$ cat config.mk
export PLATFORM = sky130hd
export DESIGN_NAME = perf_counter_bank_flat
export DESIGN_NICKNAME = d
export VERILOG_FILES = /design/src/rtl/perf_counter_bank_if.sv /design/src/rtl/perf_counter_bank.sv /design/src/flat_wrapper.sv
export SDC_FILE = /design/constraint.sdc
export NUM_CORES = 1
export LEC_CHECK = 0
export CORE_UTILIZATION = 25
export DETAILED_ROUTE_END_ITERATION = 16
export SLEW_MARGIN = 20
export SYNTH_ARGS = -nofsm -noshare
export SYNTH_HDL_FRONTEND = slang
export SYNTH_SLANG_ARGS = --single-unit
$ cat constraint.sdc
create_clock -name clk_i -period 7.4 [get_ports clk_i]
set_input_delay 0.74 -clock clk_i [delete_from_list [all_inputs] [get_ports clk_i]]
set_output_delay 0.74 -clock clk_i [all_outputs]
set_load 0.05 [all_outputs]
$ cat src/rtl/perf_counter_bank_if.sv
// rtl/perf_counter_bank_if.sv - CPU data-port bundle between the lc3b core and the counter bank
interface perf_counter_bank_if;
  logic [15:0] mem_address;
  logic        mem_read;
  logic        mem_write;
  logic [15:0] mem_wdata;
  logic        counter_hit;
  logic        counter_resp;
  logic [15:0] counter_rdata;

  modport master (
    output mem_address, mem_read, mem_write, mem_wdata,
    input  counter_hit, counter_resp, counter_rdata
  );

  modport slave (
    input  mem_address, mem_read, mem_write, mem_wdata,
    output counter_hit, counter_resp, counter_rdata
  );
endinterface

$ cat src/rtl/perf_counter_bank.sv
// rtl/perf_counter_bank.sv - memory-mapped event counter bank with shadowed 32-bit reads
// PERF_SNAPSHOT_EN adds a per-channel snapshot bank (CTRL bit3 SNAP, bit4 USE_SNAP).
module perf_counter_bank #(
  parameter int          NUM_CH    = 16,
  parameter int          CNT_WIDTH = 16,
  parameter logic [15:0] BASE_ADDR = 16'hFFC0,
  parameter bit          SATURATE  = 1'b0
) (
  input  logic              clk_i,
  input  logic              reset_i,
  input  logic [NUM_CH-1:0] event_inc_i,
  perf_counter_bank_if.slave bus
);
  localparam logic [15:0]          CTRL_OFF = 16'(2 * NUM_CH);
  localparam logic [15:0]          OVF_OFF  = 16'(2 * NUM_CH + 1);
  localparam logic [CNT_WIDTH-1:0] CNT_MAX  = '1;

  logic [15:0]          offset;
  logic                 hit, rd_en, wr_en, ctrl_wr, ovf_wr, clr_all, cnt_en;
  logic [CNT_WIDTH-1:0] cnt_q [NUM_CH];
  logic [CNT_WIDTH-1:0] cnt_d [NUM_CH];
  logic [31:0]          cnt_w [NUM_CH];
  logic [NUM_CH-1:0]    ovf_q, ovf_d, ovf_set;
  logic                 en_q, en_d, freeze_q, freeze_d;
  logic                 resp_q, resp_d;
  logic [15:0]          shadow_q, shadow_d, rdata_q, rdata_d, ctrl_rd;

`ifdef PERF_SNAPSHOT_EN
  logic [CNT_WIDTH-1:0] snap_q [NUM_CH];
  logic [CNT_WIDTH-1:0] snap_d [NUM_CH];
  logic [31:0]          snap_w [NUM_CH];
  logic                 use_snap_q, use_snap_d;
`endif

  // Offset wraps modulo 2^16, so addresses below the base fall outside the window.
  always_comb begin
    offset  = bus.mem_address - BASE_ADDR;
    hit     = (offset <= OVF_OFF);
    wr_en   = bus.mem_write && hit;
    rd_en   = bus.mem_read && !bus.mem_write && hit;
    ctrl_wr = wr_en && (offset == CTRL_OFF);
    ovf_wr  = wr_en && (offset == OVF_OFF);
    clr_all = ctrl_wr && bus.mem_wdata[2];
    cnt_en  = en_q && !freeze_q;
  end

  always_comb begin
    for (int c = 0; c < NUM_CH; c++) begin
      cnt_w[c] = 32'(cnt_q[c]);
    end
  end

  always_comb begin
    ovf_set = '0;
    for (int c = 0; c < NUM_CH; c++) begin
      cnt_d[c] = cnt_q[c];
      if (clr_all) begin
        cnt_d[c] = '0;
      end else if (wr_en && (offset == 16'(2 * c))) begin
        cnt_d[c] = CNT_WIDTH'({cnt_w[c][31:16], bus.mem_wdata});
      end else if (wr_en && (offset == 16'(2 * c + 1))) begin
        // Truncation drops the high half entirely in 16-bit builds.
        cnt_d[c] = CNT_WIDTH'({bus.mem_wdata, cnt_w[c][15:0]});
      end else if (event_inc_i[c] && cnt_en) begin
        if (cnt_q[c] == CNT_MAX) begin
          ovf_set[c] = 1'b1;
          cnt_d[c]   = SATURATE ? CNT_MAX : '0;
        end else begin
          cnt_d[c] = cnt_q[c] + CNT_WIDTH'(1);
        end
      end
    end
  end

  always_comb begin
    en_d     = en_q;
    freeze_d = freeze_q;
    if (ctrl_wr) begin
      en_d     = bus.mem_wdata[0];
      freeze_d = bus.mem_wdata[1];
    end
    if (clr_all) begin
      ovf_d = '0;
    end else begin
      ovf_d = ovf_q;
      if (ovf_wr) begin
        ovf_d = ovf_q & ~bus.mem_wdata[NUM_CH-1:0];
      end
      ovf_d = ovf_d | ovf_set;
    end
    ctrl_rd = {14'd0, freeze_q, en_q};
`ifdef PERF_SNAPSHOT_EN
    use_snap_d = use_snap_q;
    if (ctrl_wr) begin
      use_snap_d = bus.mem_wdata[4];
    end
    ctrl_rd[4] = use_snap_q;
`endif
  end

`ifdef PERF_SNAPSHOT_EN
  // Snapshot captures the registered counts, i.e. before this edge's increments.
  always_comb begin
    for (int c = 0; c < NUM_CH; c++) begin
      snap_w[c] = 32'(snap_q[c]);
      snap_d[c] = (ctrl_wr && bus.mem_wdata[3]) ? cnt_q[c] : snap_q[c];
    end
  end
`endif

  always_comb begin
    resp_d   = rd_en;
    rdata_d  = rdata_q;
    shadow_d = shadow_q;
    if (rd_en) begin
      rdata_d = '0;
      for (int c = 0; c < NUM_CH; c++) begin
        if (offset == 16'(2 * c)) begin
          rdata_d  = cnt_w[c][15:0];
          shadow_d = cnt_w[c][31:16];
`ifdef PERF_SNAPSHOT_EN
          if (use_snap_q) rdata_d = snap_w[c][15:0];
`endif
        end else if (offset == 16'(2 * c + 1)) begin
          rdata_d = shadow_q;
`ifdef PERF_SNAPSHOT_EN
          if (use_snap_q) rdata_d = snap_w[c][31:16];
`endif
        end
      end
      if (offset == CTRL_OFF) rdata_d = ctrl_rd;
      if (offset == OVF_OFF)  rdata_d = 16'(ovf_q);
    end
  end

  always_ff @(posedge clk_i) begin
    if (reset_i) begin
      cnt_q    <= '{default: '0};
      ovf_q    <= '0;
      en_q     <= 1'b1;
      freeze_q <= 1'b0;
      shadow_q <= '0;
      rdata_q  <= '0;
      resp_q   <= 1'b0;
`ifdef PERF_SNAPSHOT_EN
      snap_q     <= '{default: '0};
      use_snap_q <= 1'b0;
`endif
    end else begin
      cnt_q    <= cnt_d;
      ovf_q    <= ovf_d;
      en_q     <= en_d;
      freeze_q <= freeze_d;
      shadow_q <= shadow_d;
      rdata_q  <= rdata_d;
      resp_q   <= resp_d;
`ifdef PERF_SNAPSHOT_EN
      snap_q     <= snap_d;
      use_snap_q <= use_snap_d;
`endif
    end
  end

  assign bus.counter_hit   = hit;
  assign bus.counter_resp  = resp_q;
  assign bus.counter_rdata = rdata_q;
endmodule

$ cat src/flat_wrapper.sv
// flat-port wrapper written by rule: the top's interface ports become plain ports
module perf_counter_bank_flat 
#(
  parameter int          NUM_CH    = 16,
  parameter int          CNT_WIDTH = 16,
  parameter logic [15:0] BASE_ADDR = 16'hFFC0,
  parameter bit          SATURATE  = 1'b0
)
  (clk_i, reset_i, event_inc_i, bus_mem_address, bus_mem_read, bus_mem_write, bus_mem_wdata, bus_counter_hit, bus_counter_resp, bus_counter_rdata);
  perf_counter_bank_if bus_i ();
  input  logic clk_i;
  input  logic reset_i;
  input  logic [NUM_CH-1:0] event_inc_i;
  input wire logic [$bits(bus_i.mem_address)-1:0] bus_mem_address;
  input wire logic [$bits(bus_i.mem_read)-1:0] bus_mem_read;
  input wire logic [$bits(bus_i.mem_write)-1:0] bus_mem_write;
  input wire logic [$bits(bus_i.mem_wdata)-1:0] bus_mem_wdata;
  output wire logic [$bits(bus_i.counter_hit)-1:0] bus_counter_hit;
  output wire logic [$bits(bus_i.counter_resp)-1:0] bus_counter_resp;
  output wire logic [$bits(bus_i.counter_rdata)-1:0] bus_counter_rdata;
  assign bus_i.mem_address = bus_mem_address;
  assign bus_i.mem_read = bus_mem_read;
  assign bus_i.mem_write = bus_mem_write;
  assign bus_i.mem_wdata = bus_mem_wdata;
  assign bus_counter_hit = bus_i.counter_hit;
  assign bus_counter_resp = bus_i.counter_resp;
  assign bus_counter_rdata = bus_i.counter_rdata;
  perf_counter_bank #(.NUM_CH(NUM_CH), .CNT_WIDTH(CNT_WIDTH), .BASE_ADDR(BASE_ADDR), .SATURATE(SATURATE)) u_core (.clk_i(clk_i), .reset_i(reset_i), .event_inc_i(event_inc_i), .bus(bus_i));
endmodule
==> impl_metrics.xml <==
<?xml version="1.0" encoding="UTF-8"?>
<metrics>
  <group name="outcome">
    <metric name="outcome" unit="">finished, final reports clean</metric>
  </group>
  <group name="timing">
    <metric name="maxSlewHeadroom" unit="%">20.25</metric>
    <metric name="report.final.setup_viol" unit="">0</metric>
    <metric name="finalClockSkew" unit="ps">16.84</metric>
    <metric name="grt_setup_unrepaired" unit="">false</metric>
    <metric name="worst_pin_slew" unit="ps">1192</metric>
    <metric name="fin_hold_ws" unit="ps">458.4</metric>
    <metric name="fin_setup_tns" unit="ps">0</metric>
    <metric name="drv_slew" unit="">0</metric>
    <metric name="clock.fmax" unit="MHz">214.9</metric>
    <metric name="finalHoldViolations" unit="">0</metric>
    <metric name="timing.final.crit_share" unit="%">62.89</metric>
    <metric name="final_worst_path_period_need" unit="ps">4654</metric>
  </group>
  <group name="logic_synthesis">
    <metric name="synth.mux.area_fraction" unit="%">0.4275</metric>
    <metric name="yosys.area_share.simple" unit="%">30.76</metric>
    <metric name="yosysUniqueCellTypes" unit="">93</metric>
    <metric name="count_of_flip_flops_with_a_built_in_enable_after_synthesis" unit="">0</metric>
    <metric name="yosys_warnings" unit="">0</metric>
    <metric name="post_synth_instance_area" unit="um2">19320</metric>
    <metric name="synth-seq-cells" unit="">291</metric>
    <metric name="synth-adder-area-share" unit="%">1.036</metric>
    <metric name="synthesis.nets" unit="">2712</metric>
    <metric name="postSynth.asyncResetShare" unit="%">0</metric>
    <metric name="seq_area_frac_synth" unit="%">30.16</metric>
    <metric name="synth_xor_xnor_area_share" unit="%">4.262</metric>
    <metric name="synth-compound-area-share" unit="%">28.67</metric>
    <metric name="synthesis.instances" unit="">2644</metric>
    <metric name="dominant_combinational_cell_family_by_area_after_synthesis" unit="">simple AND/OR/NAND/NOR gates</metric>
    <metric name="ys.flop_type" unit="">sky130_fd_sc_hd__dfxtp_1</metric>
    <metric name="synthesis.area_per_instance" unit="um2">7.307</metric>
  </group>
  <group name="setup_path">
    <metric name="setup_crit_path_kind" unit="">in -&gt; out</metric>
    <metric name="start_kind" unit="">primary input</metric>
    <metric name="critical_path_arrival" unit="ps">3910</metric>
    <metric name="worst-path-max-fanout" unit="">23</metric>
    <metric name="crit_required" unit="ps">6660</metric>
    <metric name="setup.worst_path.end_class" unit="">output port</metric>
  </group>
  <group name="detailed_routing">
    <metric name="drt-total-wl" unit="mm">90.47</metric>
    <metric name="drt_pre_antenna_iters" unit="">7</metric>
    <metric name="routedWlPerCell" unit="um">24.72</metric>
    <metric name="viasPerCell" unit="">5.982</metric>
    <metric name="detailedRoute.firstIterationViolations" unit="">3156</metric>
    <metric name="drt.antenna.violating_nets" unit="">0</metric>
    <metric name="drc_errors" unit="">0</metric>
    <metric name="overall_via_count_from_detail_route" unit="">21900</metric>
  </group>
  <group name="finish">
    <metric name="regArea" unit="um2">5826</metric>
    <metric name="filler_cell_count" unit="">8261</metric>
    <metric name="multi_input_comb_area" unit="um2">12690</metric>
    <metric name="layout_cells_sized_above_1" unit="%">6.507</metric>
    <metric name="nets" unit="">2672</metric>
    <metric name="finish.cell_count_without_fillers" unit="">3660</metric>
    <metric name="mostFrequentLayoutCells" unit="">291 x sky130_fd_sc_hd__dfxtp_1, 287 x sky130_fd_sc_hd__nand2_1, 256 x sky130_fd_sc_hd__a21oi_1, 247 x sky130_fd_sc_hd__o21ai_0, 218 x sky130_fd_sc_hd__nor2_1</metric>
    <metric name="mostFrequentLayoutCell" unit="">sky130_fd_sc_hd__dfxtp_1</metric>
    <metric name="area_growth" unit="%">14.79</metric>
  </group>
  <group name="placed_design">
    <metric name="post-place-cells" unit="">3595</metric>
    <metric name="place.port_buffers" unit="">69</metric>
    <metric name="dpl.hpwl" unit="mm">63.11</metric>
    <metric name="gp_congestion" unit="">1.043</metric>
  </group>
  <group name="floorplan">
    <metric name="pin_count" unit="">70</metric>
    <metric name="fp.dieArea" unit="um2">78390</metric>
    <metric name="floorplan.die.height" unit="um">280.0</metric>
    <metric name="die_width" unit="um">280.0</metric>
    <metric name="start_util" unit="%">25.35</metric>
    <metric name="core_area" unit="um2">76200</metric>
    <metric name="num_rows" unit="">101</metric>
  </group>
  <group name="global_route">
    <metric name="total_congestion_overflow_after_global_routing" unit="">0</metric>
    <metric name="grt_max_degree" unit="">89</metric>
    <metric name="grt_pass1_wl" unit="mm">132.6</metric>
    <metric name="initial_antenna_violation_count" unit="">6</metric>
    <metric name="global_route.usage.total" unit="%">22.40</metric>
    <metric name="first_global_vias" unit="">19360</metric>
  </group>
  <group name="pwr">
    <metric name="net-switching-power" unit="uW">1015</metric>
    <metric name="p_per_area" unit="nW/um2">174.0</metric>
    <metric name="internal-power" unit="uW">2843</metric>
    <metric name="power_frac_seq" unit="%">41.9</metric>
    <metric name="power.static_leakage" unit="uW">0.006810</metric>
    <metric name="combinationalPowerShare" unit="%">7.8</metric>
    <metric name="vdd_ir_drop_max" unit="mV">0.1530</metric>
    <metric name="pwr-share-clk" unit="%">50.3</metric>
    <metric name="sw_ratio" unit="%">26.32</metric>
  </group>
  <group name="clocking">
    <metric name="clock_insertion_delay_worst_skew" unit="ps">570</metric>
    <metric name="clock-root-buffer" unit="">sky130_fd_sc_hd__clkbuf_16</metric>
    <metric name="post_cts_buffers" unit="">0</metric>
    <metric name="clock_sink_count" unit="">291</metric>
    <metric name="clock_tree_from_tritoncts" unit="">yes</metric>
    <metric name="clkTransAtPathRegs" unit="ps">60</metric>
    <metric name="deepest_clock_path_buffer_count" unit="">3</metric>
    <metric name="cts_hold_buf" unit="">0</metric>
    <metric name="numCtsBuffers" unit="">37</metric>
    <metric name="cts_resized" unit="">0</metric>
    <metric name="htree_num_levels" unit="">2</metric>
  </group>
  <group name="hold_path">
    <metric name="hold_crit_path_type" unit="">reg -&gt; reg</metric>
  </group>
  <group name="flow_run">
    <metric name="cap_violations" unit="">0</metric>
  </group>
</metrics>
-- final cells by class --
| cell class | count | area share [%] |
|---|---|---|
| well taps | 1030 | 5.812 |
| diodes | 2 | 0.02257 |
| clock buffers | 51 | 4.965 |
| repair buffers | 113 | 4.570 |
| multi-input cells | 2138 | 57.22 |
| inverters | 23 | 0.3893 |
| flip-flops and latches | 291 | 26.27 |
| clock inverters | 12 | 0.7504 |
-- per-layer routing --
metal / vias up / wire length (um) / track usage [%]
li1: 9922 / - / -
met1: 10460 / 37180 / 29.88
met2: 1237 / 38320 / 33.07
met3: 270 / 9691 / 5.454
met4: 2 / 5229 / 11.91
met5: - / 51 / 0.06254
-- synthesized netlist by cell type (47+ instances only) --
| master | count | area share (%) |
|---|---|---|
| sky130_fd_sc_hd__clkbuf_1 | 118 | 2.3 |
| sky130_fd_sc_hd__nor4_1 | 47 | 1.5 |
| sky130_fd_sc_hd__dfxtp_1 | 291 | 30 |
| sky130_fd_sc_hd__nand4_1 | 51 | 1.7 |
| sky130_fd_sc_hd__and3_1 | 52 | 1.7 |
| sky130_fd_sc_hd__a21oi_1 | 256 | 6.6 |
| sky130_fd_sc_hd__a211oi_1 | 51 | 2.0 |
| sky130_fd_sc_hd__a22oi_1 | 55 | 2.1 |
| sky130_fd_sc_hd__o21ai_0 | 247 | 6.4 |
| sky130_fd_sc_hd__xor2_1 | 56 | 2.5 |
| sky130_fd_sc_hd__nor2_1 | 218 | 4.2 |
| sky130_fd_sc_hd__a31oi_1 | 61 | 2.0 |
| sky130_fd_sc_hd__nor3_1 | 91 | 2.4 |
| sky130_fd_sc_hd__nand3_1 | 172 | 4.5 |
| sky130_fd_sc_hd__buf_2 | 54 | 1.4 |
| sky130_fd_sc_hd__nand2_1 | 287 | 5.6 |
-- worst max-delay path: stages --
cell and delay, ps:
sky130_fd_sc_hd__clkdlybuf4s50_1 970, sky130_fd_sc_hd__nor3_2 530, sky130_fd_sc_hd__a21oi_2 280, sky130_fd_sc_hd__nor2_1 450, sky130_fd_sc_hd__clkdlybuf4s50_1 910
-- flip-flops by register name, indices dropped and copies added, names as in the netlist --
name                      cells
u_core.en_q                   1
u_core.freeze_q               1
u_core.bus.counter_rdata     16
u_core.ovf_q                 16
u_core.bus.counter_resp       1
u_core.cnt_q                256
-- final timing paths --
path,from,endpoint,slack [ps],cells past startpoint
setup / recovery,bus_mem_address[1],bus_counter_hit,2750,5
hold reg to reg,u_core.ovf_q[5]$_SDFF_PP0_,u_core.ovf_q[5]$_SDFF_PP0_,460,2
setup reg to reg,u_core.cnt_q[129]$_SDFFE_PP0P_,u_core.cnt_q[136]$_SDFFE_PP0P_,4190,8
hold / removal,u_core.ovf_q[5]$_SDFF_PP0_,u_core.ovf_q[5]$_SDFF_PP0_,460,2
-- power by group through the flow --
stage / Clock [uW] / Combinational, uW / Sequential, uW
4_1_cts: 1960 / 292 / 1610
5_1_grt: 2020 / 317 / 1620
6_report: 1940 / 302 / 1620
2_1_floorplan: 0 / 164 / 1630
3_5_place_dp: 0 / 291 / 1650
3_3_place_gp: 0 / 290 / 1650
-- per-stage QoR --
| stage | util (%) | worst slack, ps | total power, uW | area (um2) |
|---|---|---|---|---|
| final | 29.10 | 2746 | 3858 | 22180 |
| after global routing | 29.09 | 2705 | 3952 | 22170 |
| after CTS | 29.06 | 2866 | 3862 | 22140 |
| after detailed placement | 27.39 | 2483 | 1939 | 20880 |
| after global placement | 27.36 | 2551 | 1938 | 20850 |
| after floorplan | - | 4571 | 1795 | 19320 |
-- logic make-up after synthesis --
| family | Yosys count |
|---|---|
| xor gates and xnor gates | 94 |
| muxes | 7 |
| AOI/OAI and AO/OA | 881 |
| DFF | 291 |
| adders and majority gates | 16 |
| buffers and inverters | 215 |
| and+or+nand+nor | 1140 |
No activity file was read; power rests on OpenSTA's default activity.
